File: src/rtl/ppe_rr_scheduler.sv
// ppe_rr_scheduler
// ----------------
// Round-robin grant scheduler that drives an external N-bit programmable
// priority encoder (PPE). Requests seen while idle are snapshotted into the
// PPE request vector together with the current round-robin pointer. After
// the PPE pipeline has settled, the winning index is offered on a
// valid/ready grant port. Each accepted grant moves the pointer to
// winner+1, so priority rotates fairly across all requesters.
//
// Ports:
//   clk             clock
//   rst             asynchronous reset, active-low
//   req_i           level request lines, bit i = requester i
//   cfg_ptr_load    pulse: overwrite the round-robin pointer with cfg_ptr
//   cfg_ptr         pointer value used with cfg_ptr_load
//   ppe_req         registered request snapshot to the PPE Req input
//   ppe_p_enc       registered pointer to the PPE P_enc input
//   ppe_value       PPE o_value (winning index)
//   ppe_value_inc   PPE o_value_inc (winner+1, mod N)
//   ppe_valid       PPE valid (snapshot had at least one request)
//   gnt_valid       grant available
//   gnt_ready       grant consumer accepts
//   gnt_idx         granted requester index
//   busy            high whenever an arbitration is in progress
//   stat_grant_cnt  saturating accepted-grant counter (0 when disabled)
//
// Optional feature macro: PPE_RR_STATS_EN
//   defined   -> stat_grant_cnt counts accepted grants, saturating
//   undefined -> stat_grant_cnt is tied to 0

module ppe_rr_scheduler #(
    parameter int N       = 512,
    parameter int IDX_W   = 9,
    parameter int PPE_LAT = 2
) (
    input  logic             clk,
    input  logic             rst,
    input  logic [N-1:0]     req_i,
    input  logic             cfg_ptr_load,
    input  logic [IDX_W-1:0] cfg_ptr,
    output logic [N-1:0]     ppe_req,
    output logic [IDX_W-1:0] ppe_p_enc,
    input  logic [IDX_W-1:0] ppe_value,
    input  logic [IDX_W-1:0] ppe_value_inc,
    input  logic             ppe_valid,
    output logic             gnt_valid,
    input  logic             gnt_ready,
    output logic [IDX_W-1:0] gnt_idx,
    output logic             busy,
    output logic [31:0]      stat_grant_cnt
);

    localparam int CNT_W = $clog2(PPE_LAT + 1);

    typedef enum logic [1:0] {
        IDLE  = 2'd0,
        WAIT  = 2'd1,
        GRANT = 2'd2
    } state_t;

    state_t           state;
    state_t           state_nxt;
    logic [CNT_W-1:0] cnt;
    logic [IDX_W-1:0] ptr;
    logic [IDX_W-1:0] nxt_ptr;
    logic             capture;
    logic             wait_done;
    logic             accept;

    // State register. Reset abandons any in-flight arbitration, so no
    // grant can emerge from a snapshot taken before reset.
    always_ff @(posedge clk or negedge rst) begin
        if (!rst) begin
            state <= IDLE;
        end else begin
            state <= state_nxt;
        end
    end

    // Next-state logic and the per-cycle event strobes used by the
    // datapath. wait_done fires once the PPE has had PPE_LAT full cycles
    // to settle on the held snapshot. If the PPE reports no winner the
    // scheduler simply falls back to IDLE without issuing a grant.
    always_comb begin
        state_nxt = state;
        capture   = 1'b0;
        wait_done = 1'b0;
        accept    = 1'b0;
        case (state)
            IDLE: begin
                if (|req_i) begin
                    capture   = 1'b1;
                    state_nxt = WAIT;
                end
            end
            WAIT: begin
                if (cnt == '0) begin
                    wait_done = ppe_valid;
                    state_nxt = ppe_valid ? GRANT : IDLE;
                end
            end
            GRANT: begin
                if (gnt_ready) begin
                    accept    = 1'b1;
                    state_nxt = IDLE;
                end
            end
            default: begin
                state_nxt = IDLE;
            end
        endcase
    end

    // Snapshot and wait-counter registers. The PPE inputs only change on a
    // capture, so they stay frozen through WAIT and GRANT and later changes
    // on req_i cannot disturb the in-flight grant. Outside a capture they
    // keep their previous values.
    always_ff @(posedge clk or negedge rst) begin
        if (!rst) begin
            ppe_req   <= '0;
            ppe_p_enc <= '0;
            cnt       <= '0;
        end else begin
            if (capture) begin
                ppe_req   <= req_i;
                ppe_p_enc <= ptr;
                cnt       <= CNT_W'(PPE_LAT);
            end else if (state == WAIT && cnt != '0) begin
                cnt <= cnt - CNT_W'(1);
            end
        end
    end

    // Grant output registers. The winner and its successor pointer are
    // latched together when the PPE result is taken, and the grant is held
    // until the consumer accepts it. gnt_ready outside GRANT has no effect.
    always_ff @(posedge clk or negedge rst) begin
        if (!rst) begin
            gnt_valid <= 1'b0;
            gnt_idx   <= '0;
            nxt_ptr   <= '0;
        end else begin
            if (wait_done) begin
                gnt_valid <= 1'b1;
                gnt_idx   <= ppe_value;
                nxt_ptr   <= ppe_value_inc;
            end else if (accept) begin
                gnt_valid <= 1'b0;
            end
        end
    end

    // Round-robin pointer. A configuration load is honoured in any state
    // and takes precedence over the post-grant advance when both land on
    // the same edge. The pointer wraps naturally in IDX_W bits; the PPE
    // itself performs the circular search from this position.
    always_ff @(posedge clk or negedge rst) begin
        if (!rst) begin
            ptr <= '0;
        end else begin
            if (cfg_ptr_load) begin
                ptr <= cfg_ptr;
            end else if (accept) begin
                ptr <= nxt_ptr;
            end
        end
    end

    assign busy = (state != IDLE);

`ifdef PPE_RR_STATS_EN
    // Accepted-grant statistics counter, holding at all-ones rather than
    // wrapping so a long run never reports a misleadingly small count.
    always_ff @(posedge clk or negedge rst) begin
        if (!rst) begin
            stat_grant_cnt <= '0;
        end else begin
            if (accept && stat_grant_cnt != 32'hFFFF_FFFF) begin
                stat_grant_cnt <= stat_grant_cnt + 32'd1;
            end
        end
    end
`else
    assign stat_grant_cnt = 32'd0;
`endif

endmodule

File: config.mk
export PLATFORM = sky130hd
export DESIGN_NAME = ppe_rr_scheduler
export DESIGN_NICKNAME = d
export VERILOG_FILES = /design/src/rtl/ppe_rr_scheduler.sv
export SDC_FILE = /design/constraint.sdc
export NUM_CORES = 1
export LEC_CHECK = 0
export ABC_AREA = 1
export BUFFER_PORTS_ARGS = -buffer_cell sky130_fd_sc_hd__buf_2
export CAP_MARGIN = 20
export CORE_AREA = 2 2 437 439
export DETAILED_ROUTE_END_ITERATION = 10
export DIE_AREA = 0 0 439 441
export RECOVER_POWER = 25
export SLEW_MARGIN = 20
export SYNTH_ARGS = -nofsm -noshare
export SYNTH_HDL_FRONTEND = slang
export SYNTH_SLANG_ARGS = --single-unit
export TNS_END_PERCENT = 20
File: constraint.sdc
create_clock -name clk -period 3.3 [get_ports clk]
set_clock_uncertainty 0.2 [all_clocks]
set_input_delay 0.66 -clock clk [delete_from_list [all_inputs] [get_ports clk]]
set_output_delay 0.66 -clock clk [all_outputs]
set_load 0.01 [all_outputs]
==> results.yml <==
run_status:
  run_status: "finished with violations"
  violations: "design-rule violations, max-capacitance violations, max-slew violations"
drt:
  drtIter0Drc: 2215
  via_per_inst: 3.92
  route.detailed.drc: 2
  wire_per_inst_um: 22.0
  firstDrtPassIters: 9
  ant_nets: 0
  routed_wl_mm: 156
  num_vias: 27800
worst_setup_path:
  cp_max_fo: 58
  max_stage_delay_ps: 570
  critPathKind: "in2reg"
  cp-startpoint: "req_i[208]"
  cp_cell_sequence: "dlygate4sd3_1, buf_2, nor2_1, nand2_1, nor2_2, nand4_1, nor2_4, nand2_1, buf_4, nor2_1, nand2_4, buf_12, buf_12, nand3_1, nand2_1"
  crit_buf_inv: 5
  worst_ep_arrival_time_ps: 3600
  critPathLaunchType: "input port"
  critPathTopFamily: "simple AND/OR/NAND/NOR gates"
  worstSetupEndpointType: "flip-flop"
  slowest_stage: "dlygate4sd3_1"
  r2r-start: "state[0]$_DFFE_PN0P_"
  required_ps: 3650
  path_common_cell: "nand2_1"
synth:
  synth_area_leaders: "dfrtp_1 56%, nand2_1 19%, nand3_1 11%"
  yosysTopAreaCellShare_pct: 56.3
  synth_area_sq_um: 24600
  ys_seq_area_share_pct: 56.3
  synth_area_leader_cell: "dfrtp_1"
  synth_xor_xnor_area_share_pct: 0.0356
  synth_compound_area_share_pct: 0.448
  synth_warnings: 0
  synthAdderAreaFrac_pct: 0.0509
  muxShareOfSynthArea_pct: 0.804
  synth_top_family_by_area: "simple AND/OR/NAND/NOR gates"
  ys_ff_latch: 553
  synth_simple_gate_area_share_pct: 36.5
  synth_cells: 3026
  yosysUniqueCellTypes: 23
  avgSynthCellArea_sq_um: 8.12
layout:
  nets: 5034
  final_cells: 7077
  final_common_cell: "nand2_1"
  final-seq-area_sq_um: 13800
  layout_common_cells: "1226 x nand2_1, 1074 x buf_2, 553 x dfrtp_1, 524 x nand3_1, 424 x nor2_1"
  multi_input_comb_area_sq_um: 9490
  fin_util_pct: 20.8
  drive_gt1_share_pct: 29.7
  n_fill_cell: 21100
  syn_to_final_growth_pct: 60.1
placed_design:
  gp_congestion: 0.966
  dp.cells: 6572
  post-dp-hpwl_mm: 129
  port_buffers: 1075
floorplan:
  num_io_pins: 1108
  core_sq_um: 189000
  die_h_um: 441
  rows: 160
  die-area_sq_um: 194000
  start_util_pct: 13.0
  die_w_um: 439
grt:
  grt_pass1_wl_mm: 209
  overflow: 0
  grt_pass1_vias: 26400
  grtUsageTotal_pct: 15.3
  antenna_found_initial: 62
  grt_max_degree: 81
timing:
  relSlewSlack_pct: -72.2
  tightest_slew_ps: 2580
  setup_viol: 0
  slew_violations: 53
  min_period_over_period_pct: 98.5
  fmax_ghz: 0.308
  fin_crit_ps: 3250
  final_hold_viol_count: 0
  grt_setup_unrepaired: "no"
clock_network:
  cts_tree: "yes"
  cts.sinks: 553
  clock_latency_ps: 680
  htreeDepth: 3
  clkTransAtPathRegs_ps: 50
  clk_path_buf_depth: 3
  root_buffer: "clkbuf_16"
  cts_buffers: 72
power_and_ir_drop:
  leakagePower_uw: 0.0202
  ir_worst_vdd_mv: 0.478
  power_density_nw_per_um2: 921
  power_uw: 36200
worst_hold_path:
  worstHoldStart: "req_i[82]"
  min_path_type: "in2reg"
run:
  drv_cap: 1
-- cell usage after synthesis --
cell	instances
a21oi_1	20
and2_1	1
buf_1	20
buf_12	2
buf_2	51
buf_4	33
buf_6	49
buf_8	1
clkbuf_1	54
conb_1	1
dfrtp_1	553
ha_1	1
inv_1	15
mux2_2	14
mux2i_1	4
nand2_1	1231
nand3_1	524
nand4_1	13
nor2_1	435
o21ai_0	1
o21ai_1	1
or2_2	1
xor2_1	1
-- per-stage QoR --
step                      worst slack, ps  TNS [ps]  hold slack [ps]  area [sq um]
after floorplan                      1010         0              164         24700
after global placement               -688   -301920              249         33400
after detailed placement             -644   -279030              253         33400
after CTS                            3.49         0            0.305         39300
after global routing                 5.84         0             19.4         39300
final                                50.2         0             61.4         39400
-- final timing paths --
kind | slack (ps) | to | depth (start not counted)
min in group asynchronous | 1030 | ppe_req[373]$_DFFE_PN0P_ | 2
max reg2reg | 980 | ppe_req[264]$_DFFE_PN0P_ | 5
max | 50 | ppe_req[72]$_DFFE_PN0P_ | 15
min reg2reg | 260 | ppe_req[448]$_DFFE_PN0P_ | 2
max in group asynchronous | 140 | ppe_req[213]$_DFFE_PN0P_ | 3
min | 60 | ppe_req[82]$_DFFE_PN0P_ | 3
-- registers in the layout, summed over array words and instances (netlist names) --
| register | count |
|---|---|
| gnt_idx | 9 |
| cnt | 2 |
| gnt_valid | 1 |
| nxt_ptr | 9 |
| ptr | 9 |
| ppe_p_enc | 9 |
| state | 2 |
| ppe_req | 512 |
-- power by group --
| group | internal [uW] | leakage [uW] | switching, uW |
|---|---|---|---|
| sequential | 10100 | 0.00677 | 1980 |
| combinational | 5600 | 0.0123 | 10400 |
| clock | 4760 | 0.00117 | 3410 |
| total | 20500 | 0.0202 | 15700 |
-- area by class of cell --
| type | instances | share of cell area (%) |
|---|---|---|
| Antenna cell | 26 | 0.165 |
| Multi-Input combinational cell | 2279 | 24.1 |
| Clock inverter | 22 | 0.884 |
| Tap cell | 2511 | 7.98 |
| Inverter | 15 | 0.143 |
| Timing Repair Buffer | 1568 | 26.4 |
| Clock buffer | 103 | 5.21 |
| Sequential cell | 553 | 35.2 |
-- layer usage --
layer	wire, um	vias to the layer above	GRT usage (%)
met5	363	-	0
met3	14800	310	4.79
met1	58500	13500	18.1
li1	-	12500	-
met4	7380	50	6.02
met2	75000	1401	25.8
-- timing repair --
| action | 4_1_cts | 5_1_grt |
|---|---|---|
| hold endpoints to repair | 388 | 0 |
| hold buffers | 354 | 0 |
| gates resized for setup | 0 | 18 |
| setup buffers | 0 | 0 |
| endpoints found under the setup margin | 0 | 491 |
-- kinds of logic after synthesis --
group                      Yosys count
AOI/OAI and AO/OA                   22
muxes                               18
buffers and inverters              225
xor gates and xnor gates             1
DFF                                553
adders and majority gates            1
other                                1
and+or+nand+nor                   2205
-- tightest hold or removal path: stages --
cell	delay, ps
buf_2	90
nand3_1	80
nand2_1	70
(Power assumes the default switching activity.)
